===== src/rtl/vram_pkg.sv =====
// Shared types and default sizes for the VRAM write-port arbiter and its fill engine.
package vram_pkg;

  localparam int VRAM_ADDR_W  = 11;
  localparam int VRAM_COUNT_W = 12;
  localparam int VRAM_WORDS   = 2048;

  typedef enum logic [1:0] {
    IDLE = 2'd0,
    RUN  = 2'd1,
    DONE = 2'd2
  } fill_state_t;

  typedef enum logic {
    GNT_HOST = 1'b0,
    GNT_FILL = 1'b1
  } grant_t;

endpackage


===== src/rtl/vram_write_arbiter_if.sv =====
// Host, fill-control and VRAM write-port bundle; slave is the arbiter, master drives requests.
interface vram_write_arbiter_if
  import vram_pkg::*;
#(
  parameter int ADDR_W  = VRAM_ADDR_W,
  parameter int COUNT_W = VRAM_COUNT_W
) ();

  logic               HOST_WRITE;
  logic [ADDR_W-1:0]  HOST_ADDR;
  logic [3:0]         HOST_BYTE_EN;
  logic [31:0]        HOST_WRITEDATA;
  logic               HOST_WAITREQUEST;

  logic               FILL_START;
  logic [ADDR_W-1:0]  FILL_BASE;
  logic [COUNT_W-1:0] FILL_COUNT;
  logic [31:0]        FILL_DATA;
  logic               FILL_BUSY;
  logic               FILL_DONE;

  logic               VRAM_WREN;
  logic [ADDR_W-1:0]  VRAM_WRADDR;
  logic [3:0]         VRAM_BYTEEN;
  logic [31:0]        VRAM_DATA;

  modport master (
    output HOST_WRITE, HOST_ADDR, HOST_BYTE_EN, HOST_WRITEDATA,
    output FILL_START, FILL_BASE, FILL_COUNT, FILL_DATA,
    input  HOST_WAITREQUEST, FILL_BUSY, FILL_DONE,
    input  VRAM_WREN, VRAM_WRADDR, VRAM_BYTEEN, VRAM_DATA
  );

  modport slave (
    input  HOST_WRITE, HOST_ADDR, HOST_BYTE_EN, HOST_WRITEDATA,
    input  FILL_START, FILL_BASE, FILL_COUNT, FILL_DATA,
    output HOST_WAITREQUEST, FILL_BUSY, FILL_DONE,
    output VRAM_WREN, VRAM_WRADDR, VRAM_BYTEEN, VRAM_DATA
  );

endinterface


===== src/rtl/vram_fill_engine.sv =====
// Range-fill engine: walks base..base+count-1 (mod 2^ADDR_W), one word per grant.
// IDLE | waiting for start   RUN | requesting, one word per grant   DONE | one-cycle completion pulse
module vram_fill_engine
  import vram_pkg::*;
#(
  parameter int ADDR_W  = VRAM_ADDR_W,
  parameter int COUNT_W = VRAM_COUNT_W
) (
  input  logic               clk,
  input  logic               rst,
  input  logic               start,
  input  logic [ADDR_W-1:0]  base,
  input  logic [COUNT_W-1:0] count,
  input  logic [31:0]        fill_word,
  input  logic               gnt,
  output logic               req,
  output logic [ADDR_W-1:0]  addr,
  output logic [31:0]        data,
  output logic               busy,
  output logic               done
);

  localparam logic [COUNT_W-1:0] MAX_COUNT = COUNT_W'(1 << ADDR_W);
  localparam logic [COUNT_W-1:0] ONE_LEFT  = COUNT_W'(1);

  fill_state_t        state;
  logic [COUNT_W-1:0] remain;

  assign req = (state == RUN);

  always_ff @(posedge clk) begin
    if (rst) begin
      state  <= IDLE;
      addr   <= '0;
      remain <= '0;
      data   <= '0;
      busy   <= 1'b0;
      done   <= 1'b0;
    end else begin
      case (state)
        IDLE: begin
          done <= 1'b0;
          if (start) begin
            addr <= base;
            data <= fill_word;
            busy <= 1'b1;
            if (count == '0) begin
              remain <= '0;
              done   <= 1'b1;
              state  <= DONE;
            end else begin
              // a full-screen fill is the most that makes sense; longer requests are clamped
              remain <= (count > MAX_COUNT) ? MAX_COUNT : count;
              state  <= RUN;
            end
          end
        end
        RUN: begin
          if (gnt) begin
            addr   <= addr + 1'b1;
            remain <= remain - 1'b1;
            if (remain == ONE_LEFT) begin
              done  <= 1'b1;
              state <= DONE;
            end
          end
        end
        DONE: begin
          busy  <= 1'b0;
          done  <= 1'b0;
          state <= IDLE;
        end
        default: begin
          busy  <= 1'b0;
          done  <= 1'b0;
          state <= IDLE;
        end
      endcase
    end
  end

endmodule


===== src/rtl/vram_write_arbiter.sv =====
// Shares the VRAM write port between host writes and the fill engine; registered write port.
// VRAM_ARB_FAIR_EN defined: round-robin on contention; undefined: strict host priority.
module vram_write_arbiter
  import vram_pkg::*;
#(
  parameter int ADDR_W  = VRAM_ADDR_W,
  parameter int COUNT_W = VRAM_COUNT_W
) (
  input logic                 CLK,
  input logic                 RESET,
  vram_write_arbiter_if.slave bus
);

  logic              fill_req;
  logic              fill_gnt;
  logic              host_gnt;
  logic [ADDR_W-1:0] fill_addr;
  logic [31:0]       fill_data;

  vram_fill_engine #(
    .ADDR_W  (ADDR_W),
    .COUNT_W (COUNT_W)
  ) u_fill (
    .clk       (CLK),
    .rst       (RESET),
    .start     (bus.FILL_START),
    .base      (bus.FILL_BASE),
    .count     (bus.FILL_COUNT),
    .fill_word (bus.FILL_DATA),
    .gnt       (fill_gnt),
    .req       (fill_req),
    .addr      (fill_addr),
    .data      (fill_data),
    .busy      (bus.FILL_BUSY),
    .done      (bus.FILL_DONE)
  );

`ifdef VRAM_ARB_FAIR_EN
  grant_t last_grant;

  // on contention the side that did not win last time goes first
  assign fill_gnt             = fill_req && (!bus.HOST_WRITE || last_grant == GNT_HOST);
  assign bus.HOST_WAITREQUEST = bus.HOST_WRITE && fill_gnt;

  always_ff @(posedge CLK) begin
    if (RESET) begin
      last_grant <= GNT_HOST;
    end else if (host_gnt) begin
      last_grant <= GNT_HOST;
    end else if (fill_gnt) begin
      last_grant <= GNT_FILL;
    end
  end
`else
  // host always wins; a busy host simply parks the fill in RUN
  assign fill_gnt             = fill_req && !bus.HOST_WRITE;
  assign bus.HOST_WAITREQUEST = 1'b0;
`endif

  assign host_gnt = bus.HOST_WRITE && !fill_gnt;

  always_ff @(posedge CLK) begin
    if (RESET) begin
      bus.VRAM_WREN   <= 1'b0;
      bus.VRAM_WRADDR <= '0;
      bus.VRAM_BYTEEN <= 4'h0;
      bus.VRAM_DATA   <= '0;
    end else if (host_gnt) begin
      bus.VRAM_WREN   <= 1'b1;
      bus.VRAM_WRADDR <= bus.HOST_ADDR;
      bus.VRAM_BYTEEN <= bus.HOST_BYTE_EN;
      bus.VRAM_DATA   <= bus.HOST_WRITEDATA;
    end else if (fill_gnt) begin
      bus.VRAM_WREN   <= 1'b1;
      bus.VRAM_WRADDR <= fill_addr;
      bus.VRAM_BYTEEN <= 4'hF;
      bus.VRAM_DATA   <= fill_data;
    end else begin
      bus.VRAM_WREN   <= 1'b0;
    end
  end

endmodule


===== src/flat_wrapper.sv =====
// flat-port wrapper written by rule: the top's interface ports become plain ports
module vram_write_arbiter_flat import vram_pkg::*;
#(
  parameter int ADDR_W  = VRAM_ADDR_W,
  parameter int COUNT_W = VRAM_COUNT_W
)
  (CLK, RESET, bus_HOST_WRITE, bus_HOST_ADDR, bus_HOST_BYTE_EN, bus_HOST_WRITEDATA, bus_FILL_START, bus_FILL_BASE, bus_FILL_COUNT, bus_FILL_DATA, bus_HOST_WAITREQUEST, bus_FILL_BUSY, bus_FILL_DONE, bus_VRAM_WREN, bus_VRAM_WRADDR, bus_VRAM_BYTEEN, bus_VRAM_DATA);
  vram_write_arbiter_if #(.ADDR_W(ADDR_W), .COUNT_W(COUNT_W)) bus_i ();
  input logic CLK;
  input logic RESET;
  input wire logic [$bits(bus_i.HOST_WRITE)-1:0] bus_HOST_WRITE;
  input wire logic [$bits(bus_i.HOST_ADDR)-1:0] bus_HOST_ADDR;
  input wire logic [$bits(bus_i.HOST_BYTE_EN)-1:0] bus_HOST_BYTE_EN;
  input wire logic [$bits(bus_i.HOST_WRITEDATA)-1:0] bus_HOST_WRITEDATA;
  input wire logic [$bits(bus_i.FILL_START)-1:0] bus_FILL_START;
  input wire logic [$bits(bus_i.FILL_BASE)-1:0] bus_FILL_BASE;
  input wire logic [$bits(bus_i.FILL_COUNT)-1:0] bus_FILL_COUNT;
  input wire logic [$bits(bus_i.FILL_DATA)-1:0] bus_FILL_DATA;
  output wire logic [$bits(bus_i.HOST_WAITREQUEST)-1:0] bus_HOST_WAITREQUEST;
  output wire logic [$bits(bus_i.FILL_BUSY)-1:0] bus_FILL_BUSY;
  output wire logic [$bits(bus_i.FILL_DONE)-1:0] bus_FILL_DONE;
  output wire logic [$bits(bus_i.VRAM_WREN)-1:0] bus_VRAM_WREN;
  output wire logic [$bits(bus_i.VRAM_WRADDR)-1:0] bus_VRAM_WRADDR;
  output wire logic [$bits(bus_i.VRAM_BYTEEN)-1:0] bus_VRAM_BYTEEN;
  output wire logic [$bits(bus_i.VRAM_DATA)-1:0] bus_VRAM_DATA;
  assign bus_i.HOST_WRITE = bus_HOST_WRITE;
  assign bus_i.HOST_ADDR = bus_HOST_ADDR;
  assign bus_i.HOST_BYTE_EN = bus_HOST_BYTE_EN;
  assign bus_i.HOST_WRITEDATA = bus_HOST_WRITEDATA;
  assign bus_i.FILL_START = bus_FILL_START;
  assign bus_i.FILL_BASE = bus_FILL_BASE;
  assign bus_i.FILL_COUNT = bus_FILL_COUNT;
  assign bus_i.FILL_DATA = bus_FILL_DATA;
  assign bus_HOST_WAITREQUEST = bus_i.HOST_WAITREQUEST;
  assign bus_FILL_BUSY = bus_i.FILL_BUSY;
  assign bus_FILL_DONE = bus_i.FILL_DONE;
  assign bus_VRAM_WREN = bus_i.VRAM_WREN;
  assign bus_VRAM_WRADDR = bus_i.VRAM_WRADDR;
  assign bus_VRAM_BYTEEN = bus_i.VRAM_BYTEEN;
  assign bus_VRAM_DATA = bus_i.VRAM_DATA;
  vram_write_arbiter #(.ADDR_W(ADDR_W), .COUNT_W(COUNT_W)) u_core (.CLK(CLK), .RESET(RESET), .bus(bus_i));
endmodule

===== config.mk =====
export PLATFORM = sky130hd
export DESIGN_NAME = vram_write_arbiter_flat
export DESIGN_NICKNAME = d
export VERILOG_FILES = /design/src/rtl/vram_pkg.sv /design/src/rtl/vram_write_arbiter_if.sv /design/src/rtl/vram_fill_engine.sv /design/src/rtl/vram_write_arbiter.sv /design/src/flat_wrapper.sv
export SDC_FILE = /design/constraint.sdc
export NUM_CORES = 1
export LEC_CHECK = 0
export ABC_CLOCK_PERIOD_IN_PS = 2300
export CELL_PAD_IN_SITES_DETAIL_PLACEMENT = 0
export CELL_PAD_IN_SITES_GLOBAL_PLACEMENT = 2
export CORE_MARGIN = 5
export CORE_UTILIZATION = 25
export DETAILED_ROUTE_END_ITERATION = 6
export PLACE_DENSITY = 0.81
export SYNTH_ARGS = -nofsm -noshare
export SYNTH_HDL_FRONTEND = slang
export SYNTH_SLANG_ARGS = --single-unit
export TNS_END_PERCENT = 1

===== constraint.sdc =====
create_clock -name CLK -period 2.3 [get_ports CLK]
set_input_delay 0.46 -clock CLK [delete_from_list [all_inputs] [get_ports CLK]]
set_output_delay 0.46 -clock CLK [all_outputs]
set_load 0.005 [all_outputs]

==> results by group <==
Run status
  • Status: complete, no violations

Setup path
  • Delay-heaviest family, CP: simple AND/OR/NAND/NOR gates
  • WP data required: 2.54 ns
  • Worst path bufs/invs: 2
  • Worst Path Arrival: 2.36 ns
  • Cell breakdown of the critical path: clkdlybuf4s50_1 > or4_1 > nor4_1 > buf_4 > a21oi_1 > nor4b_1
  • Worst path slowest cell: or4_1
  • Largest stage delay, worst path: around 0.57 ns
  • Worst Setup End Kind: flop
  • CP Class: in -> reg
  • CP startpoint kind: input port
  • Critical path peak fanout: 2

Logic synthesis
  • Post-synth EDFFs: 0
  • Synthesis Warnings: 0
  • Post-Synth Simple-Gate Area: 26.17%
  • Primary FF master, synth: dfxtp_1
  • Syn nets: 775
  • Synth area leaders: dfxtp_1, nand2_1, a21oi_1
  • Compound-Gate Fraction of Synth Area: approximately 24%
  • Yosys top cell area share: 42.96%
  • Async SR Flop Fraction: 0%
  • Area share of fa/ha/maj cells after synthesis: 0.7528%
  • Yosys cell types: 49
  • Mapped Area: 0.004986 mm^2
  • Synth area leader: dfxtp_1
  • Post-synthesis sequential area ratio: 42.96%
  • Post-synthesis xor/xnor area fraction: 0%
  • Syn Area/Cell: 7.487 um^2
  • Mux contribution to synthesized area: 0.6274%
  • Largest family of logic cells by synthesized area: simple AND/OR/NAND/NOR gates
  • #FFs+latches synth: 107
  • Synthesized instance count: 666

CTS
  • CTS H-tree depth: 3
  • Post-CTS Setup Bufs: 0
  • Clk_lat worst skew: 0.35 ns
  • Post-CTS Hold Buffers: 0
  • Root Buffer: clkbuf_16
  • Reg clk slew, reported paths: 0.07 ns
  • Clock sinks: 107
  • CTS tree: built
  • CTS resizes: 0
  • Clk buf depth: 2
  • TritonCTS buffer count: 9

Placement
  • Routability congestion estimate: 0.7857
  • PortBufs: 155
  • DP HPWL: approximately 11 mm
  • Placed inst area: 0.006893 mm^2

Power
  • Maximum vdd drop: 0.0003167 V
  • Combinational power share: 21.9%
  • Total power: approximately 4.8 mW
  • Static Leak: ~2.6 nW
  • Pwr Density: 672.1 mW/mm^2
  • Internal power: 3.494 mW
  • Reg power frac: 43.3%
  • Clk pwr share: 34.8%
  • Sw Share: between 20% and 30%
  • P_sw: 1.352 mW

Global route
  • Number of global-route vias before repair: 4944
  • Largest net degree at the start of global routing: 61
  • Grt ovf: 0
  • Initial antenna violation count: 0
  • Global-route usage over all layers: 13.82%
  • Global-route wire length before repair: 25.03 mm

Job
  • Max-cap viol count: 0

Drt
  • Antenna violation net count after detailed routing: 0
  • Vias/cell: 4.685
  • Via count: 5004
  • Drt drc: 0
  • Routed len/inst: 15.08 um
  • DR WL met2: 7.475 mm
  • 1st-iter DRT viols: 232
  • Drt first pass iters: 4
  • DR top layer: met4
  • DRT met1 WL: between 7 and 8 mm
  • Drt total wl: 16.10 mm
  • Routed wl met3: 1.105 mm

Timing
  • Worst-margin pin slew: 0.6261 ns
  • Hold_ws: 0.4542 ns
  • Max Clock Freq: 472.0 MHz
  • Setup Viol. Count Final: 0
  • RSZ-0062 raised after global routing: false
  • Fin. Hold Viols: 0
  • Post-layout min period: 2.119 ns
  • Worst Skew: 0.005650 ns
  • Relative slew slack: 58.26%
  • Final Max Tran Viols: 0
  • Tcrit/Tclk final: 92.11%

Layout
  • Finished Cell Area: approximately 0.007 mm^2
  • # diodes: 0
  • Commonest non-fill, non-tap cell in the layout: nand2_1
  • Synth-to-Final Area Change: 44.62%
  • Layout cells sized above 1: 6.849%
  • Filler instances: 2065
  • Final core occ: 36.93%
  • Commonest non-fill, non-tap cells in the layout: nand2_1, clkdlybuf4s50_1, dfxtp_1, a21oi_1, a21o_1
  • Layout net count: 907

Floorplanning
  • Core area: between 0.015 and 0.02 mm^2
  • Die footprint: around 0.023 mm^2
  • Initial Util: 25.54%
  • # IOs: 157
  • Rows: 51
  • Die Ht: roughly 150 um
  • Die W: 151.2 um

Min path
  • HP Class: reg -> reg
## stage by stage
stage                     cells  worst slack [ns]  setup TNS [ns]
after detailed placement   1052           -0.1787         -0.3024
after global routing       1068           0.03651               0
after global placement     1052           -0.1233         -0.2310
final                      1068            0.1814               0
after floorplan             666            0.3948               0
after CTS                  1068            0.1773               0
## layer usage
layer,up-vias,global-route usage (%)
li1,2532,-
met1,2315,17.48
met2,139,22.20
met3,18,3.860
met4,0,5.576
met5,-,0
## cells in the mapped netlist, types with 2 or more instances
cell      count
or3_1         4
inv_1         7
buf_2         2
nor2b_1       8
clkbuf_1     53
a211oi_1      6
o21ai_0      17
dfxtp_1     107
a21bo_2       2
buf_6         2
or4_1         5
o32ai_1       2
nand2_1     202
nor3_1        4
nor3b_1       2
nand4b_1      2
and2_1        4
nor4b_1       3
nand2b_1      8
nor2_1       20
and3_1        4
o31ai_1       2
and4_1        3
o21a_1        4
ha_1          3
a21o_1       45
a21oi_1      93
a221oi_1      4
a311oi_1      2
mux2i_1       2
nand3_1       6
a31oi_1       9
nor4_1        9
o31a_1        3
or2_2         2
or3b_2        2
## cell families after synthesis
family,count (synthesis)
and+or+nand+nor,293
AOI/OAI and AO/OA,194
DFF,107
buffers and inverters,65
muxes,3
adders and majority gates,3
other,1
## area by class of cell
cell class / instances / area [um^2] / share of cell area (%)
Multi-Input combinational cell: 494 / 2604 / 36.11
Sequential cell: 107 / 2142 / 29.71
Tap cell: 265 / 331.6 / 4.598
Inverter: 7 / 26.28 / 0.3644
Clock buffer: 10 / 229.0 / 3.175
Clock inverter: 6 / 88.84 / 1.232
Timing Repair Buffer: 179 / 1789 / 24.81
## worst register-to-register path, delay by kind of cell (launching register included)
kind	cells	cell delay, ns
AOI/OAI and AO/OA	1	0.18
DFF	1	0.37
and+or+nand+nor	3	1.29
## power by group through the flow
stage	clock (mW)	sequential [mW]	combinational, mW
after global routing	1.84	2.12	1.17
after detailed placement	0	2.14	1.07
after floorplan	0	2.12	0.561
after global placement	0	2.13	1.07
final	1.69	2.10	1.06
after CTS	1.76	2.10	1.08
## worst paths after layout
kind,startpoint,endpoint,slack [ns],cells past startpoint
worst min register to register,u_core.u_fill.data[17],u_core.u_fill.data[17],0.45,2
worst max-delay path,bus_FILL_COUNT[1],u_core.u_fill.state[1],0.18,6
worst max register to register,u_core.u_fill.remain[5],u_core.u_fill.remain[11],0.39,4
worst min-delay path,u_core.u_fill.data[17],u_core.u_fill.data[17],0.45,2
## state kept, by name, summed over array words and instances (netlist names)
signal                  cells
u_core.u_fill.addr         11
u_core.u_fill.data         32
u_core.bus.VRAM_DATA       32
u_core.u_fill.done          1
u_core.bus.VRAM_WREN        1
u_core.bus.VRAM_BYTEEN      4
u_core.u_fill.remain       12
u_core.bus.VRAM_WRADDR     11
u_core.u_fill.busy          1
u_core.u_fill.state         2
(Power assumes the default switching activity.)
